==> config.mk <==
export PLATFORM = sky130hd
export DESIGN_NAME = sharedmem_frame_reader
export DESIGN_NICKNAME = d
export VERILOG_FILES = /design/src/rtl/sharedmem_frame_reader.sv
export SDC_FILE = /design/constraint.sdc
export NUM_CORES = 1
export LEC_CHECK = 0
export ABC_CLOCK_PERIOD_IN_PS = 3100
export CORE_AREA = 2 2 43 45
export DETAILED_ROUTE_END_ITERATION = 8
export DIE_AREA = 0 0 45 47
export PLACE_DENSITY = 0.91
export SETUP_SLACK_MARGIN = 0.2
export SYNTH_ARGS = -nofsm -noshare
export SYNTH_HDL_FRONTEND = slang
export SYNTH_SLANG_ARGS = --single-unit
==> constraint.sdc <==
create_clock -name clk -period 3.1 [get_ports clk]
set_input_delay 0.93 -clock clk [delete_from_list [all_inputs] [get_ports clk]]
set_output_delay 0.93 -clock clk [all_outputs]
set_load 0.02 [all_outputs]
==> src/rtl/sharedmem_frame_reader.sv <==
// sharedmem_frame_reader: read-side controller for the shared-memory unit RAM.
// On a start pulse it walks frame_len consecutive RAM addresses from a
// captured base address. The addresses wrap modulo the RAM depth. Each word
// is presented on a registered valid/ready stream, and the final word is
// flagged with m_last.
// Optional build macro SHAREDMEM_READER_OVERRUN_CNT_EN adds an 8-bit
// saturating overrun_count output.
`timescale 1ns/1ps

module sharedmem_frame_reader #(
    parameter int word_width    = 4,
    parameter int address_width = 3,
    parameter int frame_len     = 2**address_width
) (
    input  logic                     clk,
    input  logic                     rst_n,
    input  logic                     start,
    input  logic [address_width-1:0] base_addr,
    output logic [address_width-1:0] rd_address,
    input  logic [word_width-1:0]    rd_data,
    output logic [word_width-1:0]    m_data,
    output logic                     m_valid,
    input  logic                     m_ready,
    output logic                     m_last,
    output logic                     busy,
    output logic                     done,
`ifdef SHAREDMEM_READER_OVERRUN_CNT_EN
    output logic [7:0]               overrun_count,
`endif
    output logic                     overrun
);

    typedef enum logic {
        ST_IDLE   = 1'b0,
        ST_STREAM = 1'b1
    } state_t;

    // Issue counter is one bit wider than the address so it can reach frame_len.
    localparam logic [address_width:0] LEN_C  = (address_width+1)'(frame_len);
    localparam logic [address_width:0] LAST_C = (address_width+1)'(frame_len - 1);

    state_t                   state_q;
    logic [address_width-1:0] base_q;
    logic [address_width:0]   issued_q;
    logic [address_width:0]   issued_d;
    logic [word_width-1:0]    m_data_q;
    logic                     m_valid_q;
    logic                     m_last_q;
    logic                     busy_q;
    logic                     done_q;
    logic                     overrun_q;

    logic load;
    logic final_hs;
    logic start_while_busy;

    // A new word is fetched whenever the output register is empty or drains this cycle.
    assign load             = (state_q == ST_STREAM) && (!m_valid_q || m_ready) && (issued_q < LEN_C);
    assign final_hs         = (state_q == ST_STREAM) && m_valid_q && m_ready && m_last_q;
    assign start_while_busy = (state_q == ST_STREAM) && start;
    assign issued_d         = issued_q + 1'b1;

    // Address arithmetic truncates to address_width, which gives the wrap past the top of RAM.
    assign rd_address = base_q + issued_q[address_width-1:0];

    assign m_data  = m_data_q;
    assign m_valid = m_valid_q;
    assign m_last  = m_last_q;
    assign busy    = busy_q;
    assign done    = done_q;
    assign overrun = overrun_q;

    // Frame FSM with registered stream, status and pulse outputs.
    // NOTE: sequential state uses non-blocking assignments so every register samples pre-edge values.
    always_ff @(posedge clk or negedge rst_n) begin
        if (!rst_n) begin
            state_q   <= ST_IDLE;
            base_q    <= '0;
            issued_q  <= '0;
            m_data_q  <= '0;
            m_valid_q <= 1'b0;
            m_last_q  <= 1'b0;
            busy_q    <= 1'b0;
            done_q    <= 1'b0;
            overrun_q <= 1'b0;
        end else begin
            done_q    <= 1'b0;
            overrun_q <= start_while_busy;
            case (state_q)
                ST_IDLE: begin
                    if (start) begin
                        base_q   <= base_addr;
                        issued_q <= '0;
                        busy_q   <= 1'b1;
                        state_q  <= ST_STREAM;
                    end
                end
                ST_STREAM: begin
                    if (load) begin
                        m_data_q  <= rd_data;
                        m_valid_q <= 1'b1;
                        m_last_q  <= (issued_q == LAST_C);
                        issued_q  <= issued_d;
                    end else if (m_valid_q && m_ready) begin
                        m_valid_q <= 1'b0;
                        m_last_q  <= 1'b0;
                    end
                    // The final handshake never coincides with a load, because the counter has reached frame_len.
                    if (final_hs) begin
                        state_q <= ST_IDLE;
                        busy_q  <= 1'b0;
                        done_q  <= 1'b1;
                    end
                end
                default: state_q <= ST_IDLE;
            endcase
        end
    end

`ifdef SHAREDMEM_READER_OVERRUN_CNT_EN
    logic [7:0] ovr_cnt_q;

    // Saturating count of start requests rejected while busy.
    always_ff @(posedge clk or negedge rst_n) begin
        if (!rst_n) begin
            ovr_cnt_q <= '0;
        end else if (start_while_busy && (ovr_cnt_q != 8'hFF)) begin
            ovr_cnt_q <= ovr_cnt_q + 8'd1;
        end
    end

    assign overrun_count = ovr_cnt_q;
`endif

endmodule

==> results.yml <==
critical_path:
  crit_slowest_cell: "dfrtp_1"
  crit_path_start_kind: "flip-flop"
  critical_path.endpoint_type: "output pin"
  slowest_delay_ps: 410
  cp_cell_sequence: "ha_1 -> inv_1 -> fa_1 -> xor2_1 -> xnor2_1 -> clkdlybuf4s15_1"
  required_ps: 2170
  crit_fanout: 5
  arrival_ps: 1880
  path_class: "reg -> out"
clocking:
  cts_root_buf: "clkbuf_4"
  insertion_delay_ps: 290
  clk_pin_slew_ps: 100
  cts_sinks: 17
  cts_tree: "done"
  clk_path_buf_depth: 2
  numCtsBuffers: 3
  hold_buffers: 0
  htree_levels: 1
layout:
  final_net_count: 101
  design_area_mm2: 0.00103
  layout-drive-gt1-share_pct: 16.3
  fillers: 129
  syn_to_final_growth_pct: 34.1
  diodes: 0
  final_core_util_pct: 62.3
synthesis:
  synth_area_leaders: "dfrtp_1 55%, mux2_4 7.8%, mux2i_1 5.2%, nand2_1 4.9%, mux2_2 4.4%"
  ys.flop_type: "dfrtp_1"
  syn_nets: 75
  yosys_warnings: 0
  synth.largest_area_cell: "dfrtp_1"
  synth_top_area_share_pct: 55.5
  ys_top_cells_by_count: "17 x dfrtp_1, 10 x nand2_1, 6 x inv_1"
  syn-instance-count: 61
  syn-cell-area_um2: 767
  synth_edf_count: 0
  ys_ff_latch: 17
  synthArstFlopShare_pct: 100
  syn_area_per_cell_um2: 12.6
  ys_seq_area_share_pct: 55.5
  synth_most_common_cell: "dfrtp_1"
  synth_cell_types: 21
timing:
  setup_ws_ps: 293
  min_period_ps: 2810
  hold_viol: 0
  clock.fmax_mhz: 356
  tightest_slew_ps: 743
  grt_setup_unrepaired: "false"
  slew_violations: 0
  min_period_over_period_pct: 90.6
  fin_skew_ps: 4.68
  relSlewSlack_pct: 50.3
  hold-worst-slack_ps: 488
  setup_violations: 0
  tns_ps: 0
placement:
  place_area_mm2: 0.00100
  io_buffers: 22
  dp_hpwl_um: 1070
  post-place-ws_ps: 302
  place_congestion: 0.757
route:
  ant_nets: 0
  wl_per_cell_um: 13.4
  drt-pass1-iter-count: 4
  vias_per_cell: 5.00
  drc: 0
  totalWireLength_um: 1380
  drt_iter0_drc: 6
  vias: 515
min_path:
  worstHoldPathType: "reg -> reg"
floorplan:
  core_area_mm2: 0.00165
  die_w_um: 45
  dieArea_mm2: 0.00212
  num_io_pins: 23
  row_count: 15
  start_util_pct: 46.4
  die_y_um: 47
power_and_ir_drop:
  cellPowerDensity_mw_per_mm2: 1120
  vdd_drop_max_v: 0.000574
  p_leak_nw: 0.501
status:
  status: "finished clean"
global_route:
  overflow: 0
  grt_max_degree: 18
  antenna_found_initial: 0
  grt_use_total_pct: 15.2
  grt_pass1_vias: 547
  grt_first_pass_wirelength_um: 2260
flow_run:
  drv_cap: 0
-- cell type report --
type / instances / area (um2) / area share [%]
inverter: 7 / 26.3 / 2.55
sequential: 17 / 425 / 41.4
multi-input combinational: 36 / 310 / 30.2
tap: 17 / 21.3 / 2.07
clock buffer: 4 / 26.3 / 2.55
timing repair buffer: 22 / 219 / 21.3
-- placed cells by master, fill, tap and decap left out --
cell type	n
dfrtp_1	17
mux2i_1	4
and2_1	1
mux2_2	3
dlygate4sd2_1	1
o211ai_1	1
nand3_1	1
o21ai_0	2
ha_1	2
clkbuf_4	3
clkbuf_1	1
and2b_4	1
fa_1	1
mux2_4	4
inv_2	1
inv_1	6
nand4_1	1
a21o_2	1
clkdlybuf4s50_1	20
nand2b_1	1
o21ai_4	1
nand2_1	10
xor2_1	1
xnor2_1	1
clkdlybuf4s15_1	1
-- repair_timing --
action | in CTS | in global routing
resized for setup | 2 | 1
setup endpoints to repair | 2 | 1
setup buffers | 0 | 0
-- power by group --
part           total (mW)  switching [mW]  internal (mW)
Sequential          0.391          0.0728          0.318
Combinational       0.645           0.314          0.331
Clock               0.118          0.0676         0.0500
-- per-stage QoR --
| step | instances | total power [mW] |
|---|---|---|
| floorplan | 61 | 0.812 |
| global placement | 99 | 1.05 |
| detailed placement | 99 | 1.08 |
| CTS | 103 | 1.16 |
| global route | 103 | 1.24 |
| finish | 103 | 1.15 |
-- worst paths after layout --
kind                             start  cells past startpoint       endpoint  slack, ps
setup / recovery           issued_q[0]                      6  rd_address[2]        290
hold / removal             issued_q[3]                      2    issued_q[3]        490
setup reg to reg               state_q                      2      base_q[2]       1810
hold reg to reg            issued_q[3]                      2    issued_q[3]        490
max in group asynchronous        rst_n                      1        state_q       1560
min in group asynchronous        rst_n                      1        m_valid       1070
-- state kept, by name, indices dropped and copies added, names as in the netlist --
signal    cells
base_q        3
busy          1
done          1
issued_q      4
m_data        4
m_last        1
m_valid       1
overrun       1
state_q       1
-- routing by layer --
layer / vias to the layer above / track usage, % / wire length [um]
met1: 247 / 16.9 / 570
met2: 15 / 28.0 / 711
met3: 4 / 1.54 / 63
li1: 249 / - / -
met5: - / 0 / 0
met4: 0 / 8.82 / 30
-- cell families (layout without fill, tap and decap cells) --
logic type / after synthesis / after routing / synth area share [%]
DFF: 17 / 17 / 55.5
AOI/OAI and AO/OA: 5 / 5 / 5.55
and+or+nand+nor: 15 / 15 / 9.30
muxes: 11 / 11 / 17.5
xor gates and xnor gates: 2 / 2 / 2.28
buffers and inverters: 8 / 33 / 4.08
adders and majority gates: 3 / 3 / 5.87
-- worst max-delay path, delay by kind of cell (launching register included) --
family | cells | cell delay (ps)
buf+inv | 2 | 350
flops | 1 | 410
fa+ha+maj | 2 | 520
xor+xnor | 2 | 300
No activity file was read; power rests on OpenSTA's default activity.
